===== src/rtl/enigma_step_ctrl.sv =====
// Enigma rotor stepping controller: accepts a character, steps rotors, captures the datapath result.
// Optional ENIGMA_DOUBLE_STEP_EN enables rotor-2 double-stepping (default: pure odometer).
module enigma_step_ctrl #(
  parameter logic [4:0] NOTCH1 = 5'd25,
  parameter logic [4:0] NOTCH2 = 5'd25
) (
  input  logic       clk,
  input  logic       rst_n,
  input  logic       cfg_load,
  input  logic [4:0] cfg_pos1,
  input  logic [4:0] cfg_pos2,
  input  logic [4:0] cfg_pos3,
  input  logic       in_valid,
  input  logic [4:0] in_char,
  output logic       in_ready,
  output logic [4:0] dp_char,
  input  logic [4:0] dp_result,
  output logic       out_valid,
  output logic [4:0] out_char,
  input  logic       out_ready,
  output logic [4:0] r1_pos,
  output logic [4:0] r2_pos,
  output logic [4:0] r3_pos,
  output logic       busy,
  output logic       err_char
);

  typedef enum logic [1:0] {IDLE, STEP, ENC, OUT} state_t;

  state_t state, state_nx;
  logic   live;
  logic   xfer, accept, reject;
  logic   step2, step3;

  function automatic logic [4:0] inc26(input logic [4:0] p);
    return (p == 5'd25) ? 5'd0 : p + 5'd1;
  endfunction

  function automatic logic [4:0] clamp26(input logic [4:0] p);
    return (p > 5'd25) ? 5'd0 : p;
  endfunction

  // live holds in_ready low until the first edge after reset release
  assign in_ready  = live && (state == IDLE) && !cfg_load;
  assign xfer      = in_valid && in_ready;
  assign accept    = xfer && (in_char <= 5'd25);
  assign reject    = xfer && (in_char > 5'd25);
  assign out_valid = (state == OUT);
  assign busy      = (state != IDLE);

`ifdef ENIGMA_DOUBLE_STEP_EN
  // rotor 2 also steps itself (and carries into rotor 3) when sitting on its notch
  assign step2 = (r1_pos == NOTCH1) || (r2_pos == NOTCH2);
  assign step3 = (r2_pos == NOTCH2);
`else
  assign step2 = (r1_pos == NOTCH1);
  assign step3 = step2 && (r2_pos == NOTCH2);
`endif

  always_comb begin
    state_nx = state;
    case (state)
      IDLE:    if (accept) state_nx = STEP;
      STEP:    state_nx = ENC;
      ENC:     state_nx = OUT;
      OUT:     if (out_ready) state_nx = IDLE;
      default: state_nx = IDLE;
    endcase
  end

  always_ff @(posedge clk or negedge rst_n) begin
    if (!rst_n) begin
      state    <= IDLE;
      live     <= 1'b0;
      err_char <= 1'b0;
      dp_char  <= 5'd0;
      out_char <= 5'd0;
      r1_pos   <= 5'd0;
      r2_pos   <= 5'd0;
      r3_pos   <= 5'd0;
    end else begin
      state    <= state_nx;
      live     <= 1'b1;
      err_char <= reject;
      if (accept) dp_char <= in_char;
      if (state == IDLE && cfg_load) begin
        r1_pos <= clamp26(cfg_pos1);
        r2_pos <= clamp26(cfg_pos2);
        r3_pos <= clamp26(cfg_pos3);
      end
      if (state == STEP) begin
        r1_pos <= inc26(r1_pos);
        if (step2) r2_pos <= inc26(r2_pos);
        if (step3) r3_pos <= inc26(r3_pos);
      end
      // dp_result here already reflects the post-step positions
      if (state == ENC) out_char <= dp_result;
    end
  end

endmodule


===== config.mk =====
export PLATFORM = sky130hd
export DESIGN_NAME = enigma_step_ctrl
export DESIGN_NICKNAME = d
export VERILOG_FILES = /design/src/rtl/enigma_step_ctrl.sv
export SDC_FILE = /design/constraint.sdc
export NUM_CORES = 1
export LEC_CHECK = 0
export BUFFER_PORTS_ARGS = -buffer_cell sky130_fd_sc_hd__clkbuf_2
export CAP_MARGIN = 10
export CELL_PAD_IN_SITES_DETAIL_PLACEMENT = 2
export CELL_PAD_IN_SITES_GLOBAL_PLACEMENT = 2
export CORE_MARGIN = 2
export CORE_UTILIZATION = 30
export DETAILED_ROUTE_END_ITERATION = 6
export GPL_TIMING_DRIVEN = 0
export PLACE_DENSITY = 0.89
export SLEW_MARGIN = 20
export SYNTH_ARGS = -nofsm -noshare
export SYNTH_HDL_FRONTEND = slang
export SYNTH_SLANG_ARGS = --single-unit

===== constraint.sdc =====
create_clock -name clk -period 2.4 [get_ports clk]
set_clock_uncertainty 0.2 [all_clocks]
set_input_delay 0.48 -clock clk [delete_from_list [all_inputs] [get_ports clk]]
set_output_delay 0.48 -clock clk [all_outputs]
set_load 0.01 [all_outputs]

; ---- After elaboration in Yosys (flattened, before gate mapping)
; Cells that the tools add are included.
[totals]
ff_bits = 29
input_bits = 30
output_inout_bits = 29
word_cells = 53
[classes]
add_sub_neg = 3
n_lt_le_gt_ge = 5
eq_ne = 8
mux = 17
n_reduce_logical = 12
[ops]
columns = op, count
row1 = 2-to-1 mux 5 bit, 14
row2 = > comparator 5 bit (second input constant), 4
row3 = adder 5 x 1 -> 5 bit (second input constant), 3
row4 = == test 5 bit (second input constant), 3
row5 = one-hot mux 2 bit (4 select lines), 1
row6 = logical AND 1 bit, 7
row7 = <= comparator 5 bit (second input constant), 1
row8 = == test 2 bit (second input constant), 2
row9 = 2-to-1 mux 2 bit, 2
row10 = nonzero test 2 bit, 2
row11 = == test 2 x 1 -> 1 bit (second input constant), 1
row12 = logical NOT 2 bit, 1
row13 = inequality test 2 x 1 -> 1 bit (second input constant), 1
row14 = inequality test 2 bit (second input constant), 1
row15 = AND reduction 2 bit, 1
row16 = logical NOT 1 bit, 1

; ---- Depth between registers and ports, before layout
; Gate-level depths: netlist of run 1.
[logic_depth]
ltp_word = 7
mapped_depth = 7
mapped_depth_nobuf = 6

; ---- Worst setup path before layout of run 1
; No wires, ideal clock.
[synth_timing]
path_kind = register -> output
startpoint = register state[0]
endpoint = output in_ready
arrival_time_ns = 1.217
required_time_ns = 1.720
path_slack_ns = 0.503
stages_incl_launch_ff = 5
path_cell_list = dfrtp_1 > inv_1 > ha_1 > inv_1 > nor3b_1
[synth_via]
elab_chain_len = 3
[synth_rtl]
columns = item, line
row1 = from (decl), 30  ; state_t state, state_nx;
row2 = from (signal assigned), 82  ; state <= state_nx;
row3 = logical NOT 2 bit, 44  ; assign in_ready = live && (state == IDLE) && !cfg_load;
row4 = logical AND 1 bit (2 in a row), 44
row5 = to (decl), 15  ; output logic in_ready,
; No other way between the ends.

; ---- Worst setup path after layout of run 1
; Ends and elaborated chain as after synthesis.

==> results of run 1 <==
-- area by class of cell --
class	count	share of cell area, %
multi-input cells	115	40.84
flip-flops and latches	29	32.81
repair buffers	58	13.12
well taps	72	4.072
clock buffers	5	3.111
clock inverters	3	2.941
inverters	11	1.867
plain buffers	5	1.244
-- critical path: cells and delay by family, from the launching register on --
family                   cells  cell delay (ps)
AND/OR/NAND/NOR              1              220
adder cells (fa/ha/maj)      1              250
buffers and inverters        3              420
flip-flops                   1              410
-- cell usage after synthesis (3+ instances only) --
cell type  number
and3_1          6
ha_1           11
nand3b_1        4
nor2_1          6
nand3_1         5
a21oi_1        11
o211ai_1        4
a221oi_1        3
nand2_1         7
o22ai_1         6
dfrtp_1        29
mux2_2          8
o21ai_0         9
inv_1          11
-- registers in the layout, indices dropped and copies added (netlist names) --
| signal | flops |
|---|---|
| dp_char | 5 |
| out_char | 5 |
| live | 1 |
| state | 2 |
| r1_pos | 5 |
| r3_pos | 5 |
| r2_pos | 5 |
| err_char | 1 |
-- per-stage QoR --
step	instances	util (%)	worst slack [ps]	hold WS, ps
2_1_floorplan	160	-	503.5	-15.59
3_3_place_gp	290	37.93	394.4	279.4
3_5_place_dp	290	37.93	329.4	299.2
4_1_cts	298	40.37	68.76	92.41
5_1_grt	298	40.42	-5.355	118.3
6_report	298	40.42	142.5	63.36
-- power by group through the flow --
stage	clock [W]	sequential [W]	combinational [W]
CTS	0.000633	0.000982	0.00132
global placement	0	0.000965	0.00123
global route	0.000649	0.00102	0.00144
finish	0.000612	0.000975	0.00129
detailed placement	0	0.000989	0.00131
floorplan	0	0.00102	0.000763
-- metal layers --
metal | part of all wire [%] | wire length (um)
met3 | 5.3 | 261
met2 | 52 | 2555
met4 | 1.1 | 53
met5 | 0 | 0
met1 | 42 | 2056
-- worst max path at each step --
stage	slack [ps]	cells past startpoint	to
2_1_floorplan	500	4	in_ready
3_3_place_gp	390	5	in_ready
3_5_place_dp	330	6	r2_pos[1]
4_1_cts	70	5	in_ready
5_1_grt	-5	5	in_ready
6_report	140	5	in_ready
-- timing repair --
item,in CTS,in global routing
setup endpoints to repair,0,1
hold endpoints to repair,0,0
buffers inserted,0,0
gates resized for setup,0,1
-- logic make-up (layout without fill, tap and decap cells) --
kind of cell               after synthesis  count (layout)  share of synthesized area [%]
adders and majority gates               11              11                          8.118
DFF                                     29              29                          42.80
xor gates and xnor gates                 3               3                          1.550
AOI/OAI and AO/OA                       48              48                          19.34
and+or+nand+nor                         42              42                          17.12
buffers and inverters                   16              82                          4.059
other                                    1               1                         0.2212
muxes                                   10              10                          6.790
==> results.ini, run 1 <==
[run_status]
status=complete, no violations

[floorplanning]
die-width_um=79.18
core_area_mm2=0.005473
dieArea_mm2=0.006269
start_util_pct=30.98
core.rowCount=27
die_h_um=79.18
ios=59

[placed_design]
io_buffers=58
gp_congestion=0.7466
place_hpwl_um=3784
dpl-instance-area_mm2=0.002076

[layout]
seqCellArea_um2=725.7
areaGrowthSynthToFinish_pct=30.48
fin_area_mm2=0.002212
nFillCells=643
fin_nets=266
drive_gt1_share_pct=37.61
multiInputGateArea_um2=903.4
layout.cells.most_common=clkbuf_2
antenna_cells=0
final_cell_mix=clkbuf_2, dfrtp_1, inv_1, a21oi_1, ha_1

[sta]
finalHoldViolCount=0
layout_min_cycle_time_ps=2258
max_slew_margin_pct=48.12
slew_violations=0
tns_ps=0
setup_violations=0
worst_pin_slew_ps=778.2
fmax_ghz=0.4430
period_share_pct=94.06

[clock_network]
cts_tree=yes
clockBufferDepth=2
clock-sinks=29
insertion_delay_ps=280
postCtsHoldBufs=0
root_buffer=clkbuf_8
htreeDepth=2
numCtsBuffers=5
clk_pin_slew_ps=70

[synthesis]
synth_top_area_cell=dfrtp_1
ys_async_sr_fraction_pct=100.0
ys_ff_latch=29
ys_seq_area_share_pct=42.80
synth_top_flop_cell=dfrtp_1
ys_warn_count=0
ys_top_cells_by_area=dfrtp_1, ha_1, mux2_2, a21oi_1, nand4b_4
synth_edf_count=0
synthCells=160
synthesis.nets=201
synth_area_mm2=0.001695
ys_types=45
syn_avg_cell_area_um2=10.60
netlist.area_leader.share_pct=42.80

[grt]
grt_antenna_before_repair=0
grt_pass1_vias=1713
grt_max_degree=30
grt_pass1_wl_um=8335
grt_overflow=0
busiest_layer=met2
grt_usage_pct=17.12
met1_usage_pct=20.24
use_met2_pct=30.51
use_met3_pct=4.545

[drt]
wire_per_inst_um=16.53
antenna_left=0
first_pass_iters=3
drc=0
vias_per_cell=5.117
drtIter0Drc=39
vias=1525
drt-total-wl_um=4927

[worst_setup_path]
rr_endpoint=r1_pos[3]
path_max_fanout=4
path_cells=inv_1 -> ha_2 -> inv_1 -> nor3b_1 -> clkbuf_2
crit_type=register to primary output
crit_top_cell=inv_1
startpoint=state[0]
setup.worst_path.start_class=register
worst_ep_required_time_ps=1720
cp_slowest_cell=dfrtp_1
arrival_ps=1580
critPathMaxStageDelay_ps=410
rr_worst_depth=6
crit_path_end_kind=primary output
r2r-start=state[1]
r2r_setup_slack_ps=390

[pwr]
combPwrFrac_pct=44.9
power.share.clock_pct=21.2
p_int_w=0.001741
vdd_drop_max_v=0.0005330
finalPower_w=0.002879
power.share.switching_pct=39.52
p_seq_share_pct=33.9
pwr_density_cell_mw_per_mm2=1302
leakage_nw=1.094
switchingPower_w=0.001138

[worst_hold_path]
hold_path.class=input port to asynchronous set/reset pin

[job]
drv_cap=0

No activity file was read; power rests on OpenSTA's default activity.
==> run 2, diff against run 1 <==
==> constraint.sdc (replaced) <==
create_clock -name clk -period 2.1 [get_ports clk]
set_clock_uncertainty 0.2 [all_clocks]
set_input_delay 0.42 -clock clk [delete_from_list [all_inputs] [get_ports clk]]
set_output_delay 0.42 -clock clk [all_outputs]
set_load 0.01 [all_outputs]
==> results.ini, run 2 (same netlist as run 1, synthesis figures left out) <==
[worst_setup_path]
path_cells=inv_2 -> ha_4 -> inv_1 -> nor3b_2 -> clkbuf_2
crit_path_end_kind=primary output
path_buf_inv=3  ; unchanged
critPathMaxStageDelay_ps=410  ; about the same
setup.worst_path.start_class=register
arrival_ps=1400  ; -180 ps
path_max_fanout=4  ; unchanged
rr_worst_depth=6  ; unchanged
worst_ep_required_time_ps=1480  ; -240 ps
crit_type=register to primary output
crit_family=flip-flops
cp_slowest_cell=dfrtp_1
cp_num_cells=5  ; unchanged

[clock_network]
root_buffer=clkbuf_8
cts_tree=yes
insertion_delay_ps=280  ; about the same
htreeDepth=2  ; unchanged
postCtsHoldBufs=0  ; unchanged
clockBufferDepth=2  ; unchanged
clk_pin_slew_ps=70  ; about the same
clock-sinks=29  ; unchanged
numCtsBuffers=5  ; unchanged

[drt]
top_layer=met4
wire_per_inst_um=16.75  ; +1.3%
met1Wirelength_um=2105  ; +2.4%
first_pass_iters=4  ; +1
drc=0  ; unchanged
drt-total-wl_um=5026  ; +2.0%
vias=1539  ; +0.92%
antenna_left=0  ; unchanged
route.met2.wl_um=2603  ; +1.9%
vias_per_cell=5.130  ; +0.25%
wl_met3_um=270  ; +3.4%
drtIter0Drc=43  ; +10%

[floorplanning]
core_area_mm2=0.005473  ; unchanged
die_h_um=79.18  ; unchanged
die-width_um=79.18  ; unchanged
dieArea_mm2=0.006269  ; unchanged
core.rowCount=27  ; unchanged
start_util_pct=30.98  ; unchanged
ios=59  ; unchanged

[layout]
final_cells=300  ; +0.67%
antenna_cells=0  ; unchanged
drive_gt1_share_pct=39.47  ; +1.9 points
layout.cells.most_common=clkbuf_2
fin_nets=268  ; +0.75%
areaGrowthSynthToFinish_pct=32.25
final_cell_mix=clkbuf_2, dfrtp_1, a21oi_1, ha_1
fin_util_pct=40.97  ; +0.55 points
fin_area_mm2=0.002242  ; +1.4%

[pwr]
switchingPower_w=0.001321  ; +16%
finalPower_w=0.003350  ; +16%
p_int_w=0.002029  ; +17%
leakage_nw=1.105  ; +0.97%
vdd_drop_max_v=0.0006386  ; +20%
power.share.switching_pct=39.43  ; -0.090 points
combPwrFrac_pct=45.9  ; +1.0 points
p_seq_share_pct=33.2  ; -0.7 points
power.share.clock_pct=20.9  ; -0.3 points
pwr_density_cell_mw_per_mm2=1494  ; +15%

[grt]
grt_pass1_wl_um=8411  ; +0.91%
grt_max_degree=30  ; unchanged
grt_pass1_vias=1724  ; +0.64%
grt_antenna_before_repair=0  ; unchanged
grt_usage_pct=17.34  ; +0.22 points
grt_overflow=0  ; unchanged

[placed_design]
dp.cells=290  ; unchanged
place_hpwl_um=3784  ; unchanged
dpl-instance-area_mm2=0.002076  ; unchanged
gp_congestion=0.7466  ; unchanged
io_buffers=58  ; unchanged

[run_status]
violations=negative hold slack
status=finished, violations left

[sta]
max_slew_margin_pct=48.38  ; +0.26 points
finalHoldViolCount=1  ; +1
period_share_pct=96.10
layout_min_cycle_time_ps=2018
slew_violations=0  ; unchanged
fmax_ghz=0.4955
whs_ps=-0.1731  ; -63.53 ps
worst_pin_slew_ps=774.2  ; -3.915 ps
setup_violations=0  ; unchanged

[job]
drv_cap=0  ; unchanged

[worst_hold_path]
hold_path.class=input port to asynchronous set/reset pin

[run 2: changes by cell type in the layout (fill, tap and decap cells not counted)]
| cell | previous run | this run |
|---|---|---|
| ha_4 | 0 | 1 |
| inv_1 | 11 | 9 |
| nor3b_2 | 0 | 1 |
| nor3b_1 | 2 | 1 |
| ha_2 | 1 | 0 |
| buf_4 | 1 | 3 |
| inv_2 | 0 | 2 |
[run 2: area by class of cell]
type,instances,area [um^2]
Clock inverter,3,65.06
Inverter,11,41.29
Sequential cell,29,725.7
Multi-Input combinational cell,115,918.4
Clock buffer,5,68.82
Buffer,5,27.53
Fill cell,636,3231
Tap cell,72,90.09
Timing Repair Buffer,60,305.3
[run 2: timing repair]
item | 4_1_cts | 5_1_grt
resized for setup | 4 | 1
endpoints found under the setup margin | 1 | 1
buffers inserted | 2 | 0
[run 2: layer usage]
metal | GRT usage (%) | vias to the layer above
met3 | 4.659 | 6
met2 | 30.76 | 42
met4 | 4.655 | 0
met5 | 0 | -
met1 | 20.60 | 772
li1 | - | 719
[run 2: worst paths after layout]
| path | to | slack (ps) | startpoint |
|---|---|---|---|
| worst max-delay path | in_ready | 80 | state[0] |
| worst min-delay path | r1_pos[1] | -0.2 | rst_n |
| worst max register to register | r1_pos[3] | 160 | state[1] |
| worst min register to register | dp_char[4] | 310 | dp_char[4] |
| max in group asynchronous | live | 1200 | rst_n |
| min in group clk | out_char[1] | 170 | dp_result[1] |
[run 2: stage by stage]
step / setup TNS, ps / worst slack [ps]
after detailed placement: 0 / 29.38
after global routing: -3.062 / -3.062
after floorplan: 0 / 263.5
final: 0 / 81.84
after CTS: 0 / 35.27
after global placement: 0 / 121.5
[run 2: power by group through the flow]
stage | Combinational (W) | Sequential, W | Clock (W)
floorplan | 0.000872 | 0.00117 | 0
global placement | 0.00141 | 0.00110 | 0
detailed placement | 0.00149 | 0.00113 | 0
CTS | 0.00157 | 0.00112 | 0.000723
global route | 0.00172 | 0.00116 | 0.000742
finish | 0.00154 | 0.00111 | 0.000701
==> run 3, diff against run 2 <==
--- a/config.mk
+++ b/config.mk
@@ -5,12 +5,13 @@
 export SDC_FILE = /design/constraint.sdc
 export NUM_CORES = 1
 export LEC_CHECK = 0
+export ABC_AREA = 1
 export BUFFER_PORTS_ARGS = -buffer_cell sky130_fd_sc_hd__clkbuf_2
 export CAP_MARGIN = 10
 export CELL_PAD_IN_SITES_DETAIL_PLACEMENT = 2
 export CELL_PAD_IN_SITES_GLOBAL_PLACEMENT = 2
 export CORE_MARGIN = 2
-export CORE_UTILIZATION = 30
+export CORE_UTILIZATION = 27
 export DETAILED_ROUTE_END_ITERATION = 6
 export GPL_TIMING_DRIVEN = 0
 export PLACE_DENSITY = 0.89
==> results.ini, run 3 <==
[worst_setup_path]
critPathMaxStageDelay_ps=420  ; about the same
startpoint=state[0]
rr_endpoint=r1_pos[1]
cp_num_cells=5  ; unchanged
path_cells=inv_1 -> ha_4 -> nand2_1 -> nor2_1 -> clkbuf_2
setup.worst_path.start_class=register
arrival_ps=1350  ; -50 ps
crit_end=in_ready
crit_family=flip-flops
path_buf_inv=2  ; -1
r2r_setup_slack_ps=210  ; +50 ps
worst_ep_required_time_ps=1480  ; about the same
path_max_fanout=4  ; unchanged
rr_worst_depth=8  ; +2
crit_type=register to primary output
crit_path_end_kind=primary output
r2r-start=state[1]
cp_slowest_cell=dfrtp_1

[worst_hold_path]
hold_path.class=input port to asynchronous set/reset pin

[clock_network]
root_buffer=clkbuf_8
clk_pin_slew_ps=70  ; about the same
clockBufferDepth=2  ; unchanged
htreeDepth=2  ; unchanged
post_cts_buffers=0  ; -2
insertion_delay_ps=280  ; about the same
cts_tree=yes
numCtsBuffers=5  ; unchanged
postCtsHoldBufs=0  ; unchanged
clock-sinks=29  ; unchanged

[drt]
drtIter0Drc=47  ; +9.3%
first_pass_iters=4  ; unchanged
vias=1827  ; +19%
drc=0  ; unchanged
wire_per_inst_um=14.33  ; -14%
vias_per_cell=4.661  ; -9.1%
antenna_left=0  ; unchanged
drt-total-wl_um=5617  ; +12%

[run_status]
status=complete, no violations

[job]
drv_cap=0  ; unchanged

[synthesis]
syn_avg_cell_area_um2=7.278  ; -31%
ys_types=26  ; -42%
post-synth-top-count-cell=nand2_1
synthesis.nets=292  ; +45%
ys_ff_latch=29  ; unchanged
synth_edf_count=0  ; unchanged
synth_top_flop_cell=dfrtp_1
synthCells=251  ; +57%
synth_top_area_cell=dfrtp_1
ys_async_sr_fraction_pct=100.0  ; unchanged
netlist.area_leader.share_pct=39.73  ; -3.1 points
ys_warn_count=0  ; unchanged
synthTopCellsByCount=nand2_1, nor2_1, dfrtp_1
ys_seq_area_share_pct=39.73  ; -3.1 points
synth_area_mm2=0.001827  ; +7.7%
ys_top_cells_by_area=dfrtp_1, nand2_1, ha_1, nor2_1, inv_1

[grt]
grt_max_degree=30  ; unchanged
grt_pass1_wl_um=9535  ; +13%
grt_usage_pct=15.92  ; -1.4 points
grt_pass1_vias=2053  ; +19%
grt_antenna_before_repair=0  ; unchanged
grt_overflow=0  ; unchanged

[floorplanning]
ios=59  ; unchanged
die_h_um=86.26  ; +8.9%
dieArea_mm2=0.007440  ; +19%
core.rowCount=29  ; +7.4%
core_area_mm2=0.006459  ; +18%
start_util_pct=28.28  ; -2.7 points
die-width_um=86.26  ; +8.9%

[layout]
final_cell_mix=nand2_1, clkbuf_2, nor2_1, dfrtp_1, inv_1
final_cells=392  ; +31%
seqCellArea_um2=725.7  ; unchanged
areaGrowthSynthToFinish_pct=26.03
layout.cells.most_common=nand2_1
drive_gt1_share_pct=25.08  ; -14 points
nFillCells=825  ; +30%
fin_nets=357  ; +33%
fin_area_mm2=0.002302  ; +2.7%
antenna_cells=0  ; unchanged
multiInputGateArea_um2=999.7  ; +8.9%

[placed_design]
gp_congestion=0.7505  ; +0.52%
io_buffers=58  ; unchanged
dp.cells=386  ; +33%
place_hpwl_um=4563  ; +21%
dpl-instance-area_mm2=0.002213  ; +6.6%

[sta]
slew_violations=0  ; unchanged
tns_ps=0  ; unchanged
finalHoldViolCount=0  ; -1
max_slew_margin_pct=48.13  ; -0.25 points
setup_violations=0  ; unchanged
period_share_pct=94.02  ; -2.1 points
fmax_ghz=0.5065  ; +2.2%
layout_min_cycle_time_ps=1974  ; -43.84 ps
worst_pin_slew_ps=778.0  ; +3.735 ps

[pwr]
finalPower_w=0.003138  ; -6.3%
pwr_density_cell_mw_per_mm2=1363  ; -8.8%
leakage_nw=1.327  ; +20%
vdd_drop_max_v=0.0004401  ; -31%

-- run 3: cell count changes after synthesis, sizes merged, moves of 6 or more --
cell	previous run	this run
and3	6	0
o22ai	7	0
mux2	9	0
nor2	6	35
a21oi	11	5
nand2	8	94
inv	11	28
nand3	5	18
-- run 3: final cells by class --
cell class | instances | share of cell area, %
buffer | 1 | 0.4891
clock buffer | 5 | 2.989
clock inverter | 1 | 0.2174
inverter | 28 | 4.565
multi-input combinational | 193 | 43.42
sequential | 29 | 31.52
tap | 77 | 4.185
timing repair buffer | 58 | 12.61
-- run 3: where the power goes --
part | internal (W) | switching, W | total [W] | leakage [nW]
sequential | 0.000814 | 0.000293 | 0.00111 | 0.359
clock | 0.000218 | 0.000217 | 0.000435 | 0.0399
combinational | 0.000635 | 0.000960 | 0.00160 | 0.929
total | 0.00167 | 0.00147 | 0.00314 | 1.33
-- run 3: worst min path at each step --
stage / start / endpoint / slack (ps) / cells past startpoint
6_report: rst_n / dp_char[3] / 10 / 1
4_1_cts: rst_n / dp_char[3] / 40 / 1
2_1_floorplan: rst_n / dp_char[0] / -80 / 0
5_1_grt: rst_n / dp_char[3] / 70 / 1
3_5_place_dp: out_char[1] / out_char[1] / 270 / 2
3_3_place_gp: out_char[1] / out_char[1] / 260 / 2
-- run 3: what timing repair did --
item,4_1_cts,5_1_grt
cloned,0,0
endpoints found under the setup margin,4,6
endpoints found under the hold margin,0,0
gates resized for setup,1,2
-- run 3: stage by stage --
step	setup WS, ps	util, %	hold WS, ps
after global routing	-4.083	35.65	66.54
after detailed placement	23.64	34.27	267.0
after global placement	78.48	34.27	259.1
after CTS	50.53	35.45	36.01
after floorplan	396.4	-	-75.59
final	125.7	35.65	9.610
-- run 3: cells by family after synthesis --
kind of cell | Yosys count | synth area share, %
adders and majority gates | 11 | 7.534
buffers and inverters | 29 | 6.370
other | 1 | 0.2053
xor gates and xnor gates | 6 | 2.877
AOI/OAI and AO/OA | 21 | 6.370
and+or+nand+nor | 154 | 36.92
DFF | 29 | 39.73
-- run 3: metal layers --
layer | track usage [%] | wire length (um)
met1 | 19.79 | 2502
met3 | 3.429 | 252
met5 | 0 | 0
met2 | 28.61 | 2854
met4 | 2.983 | 8
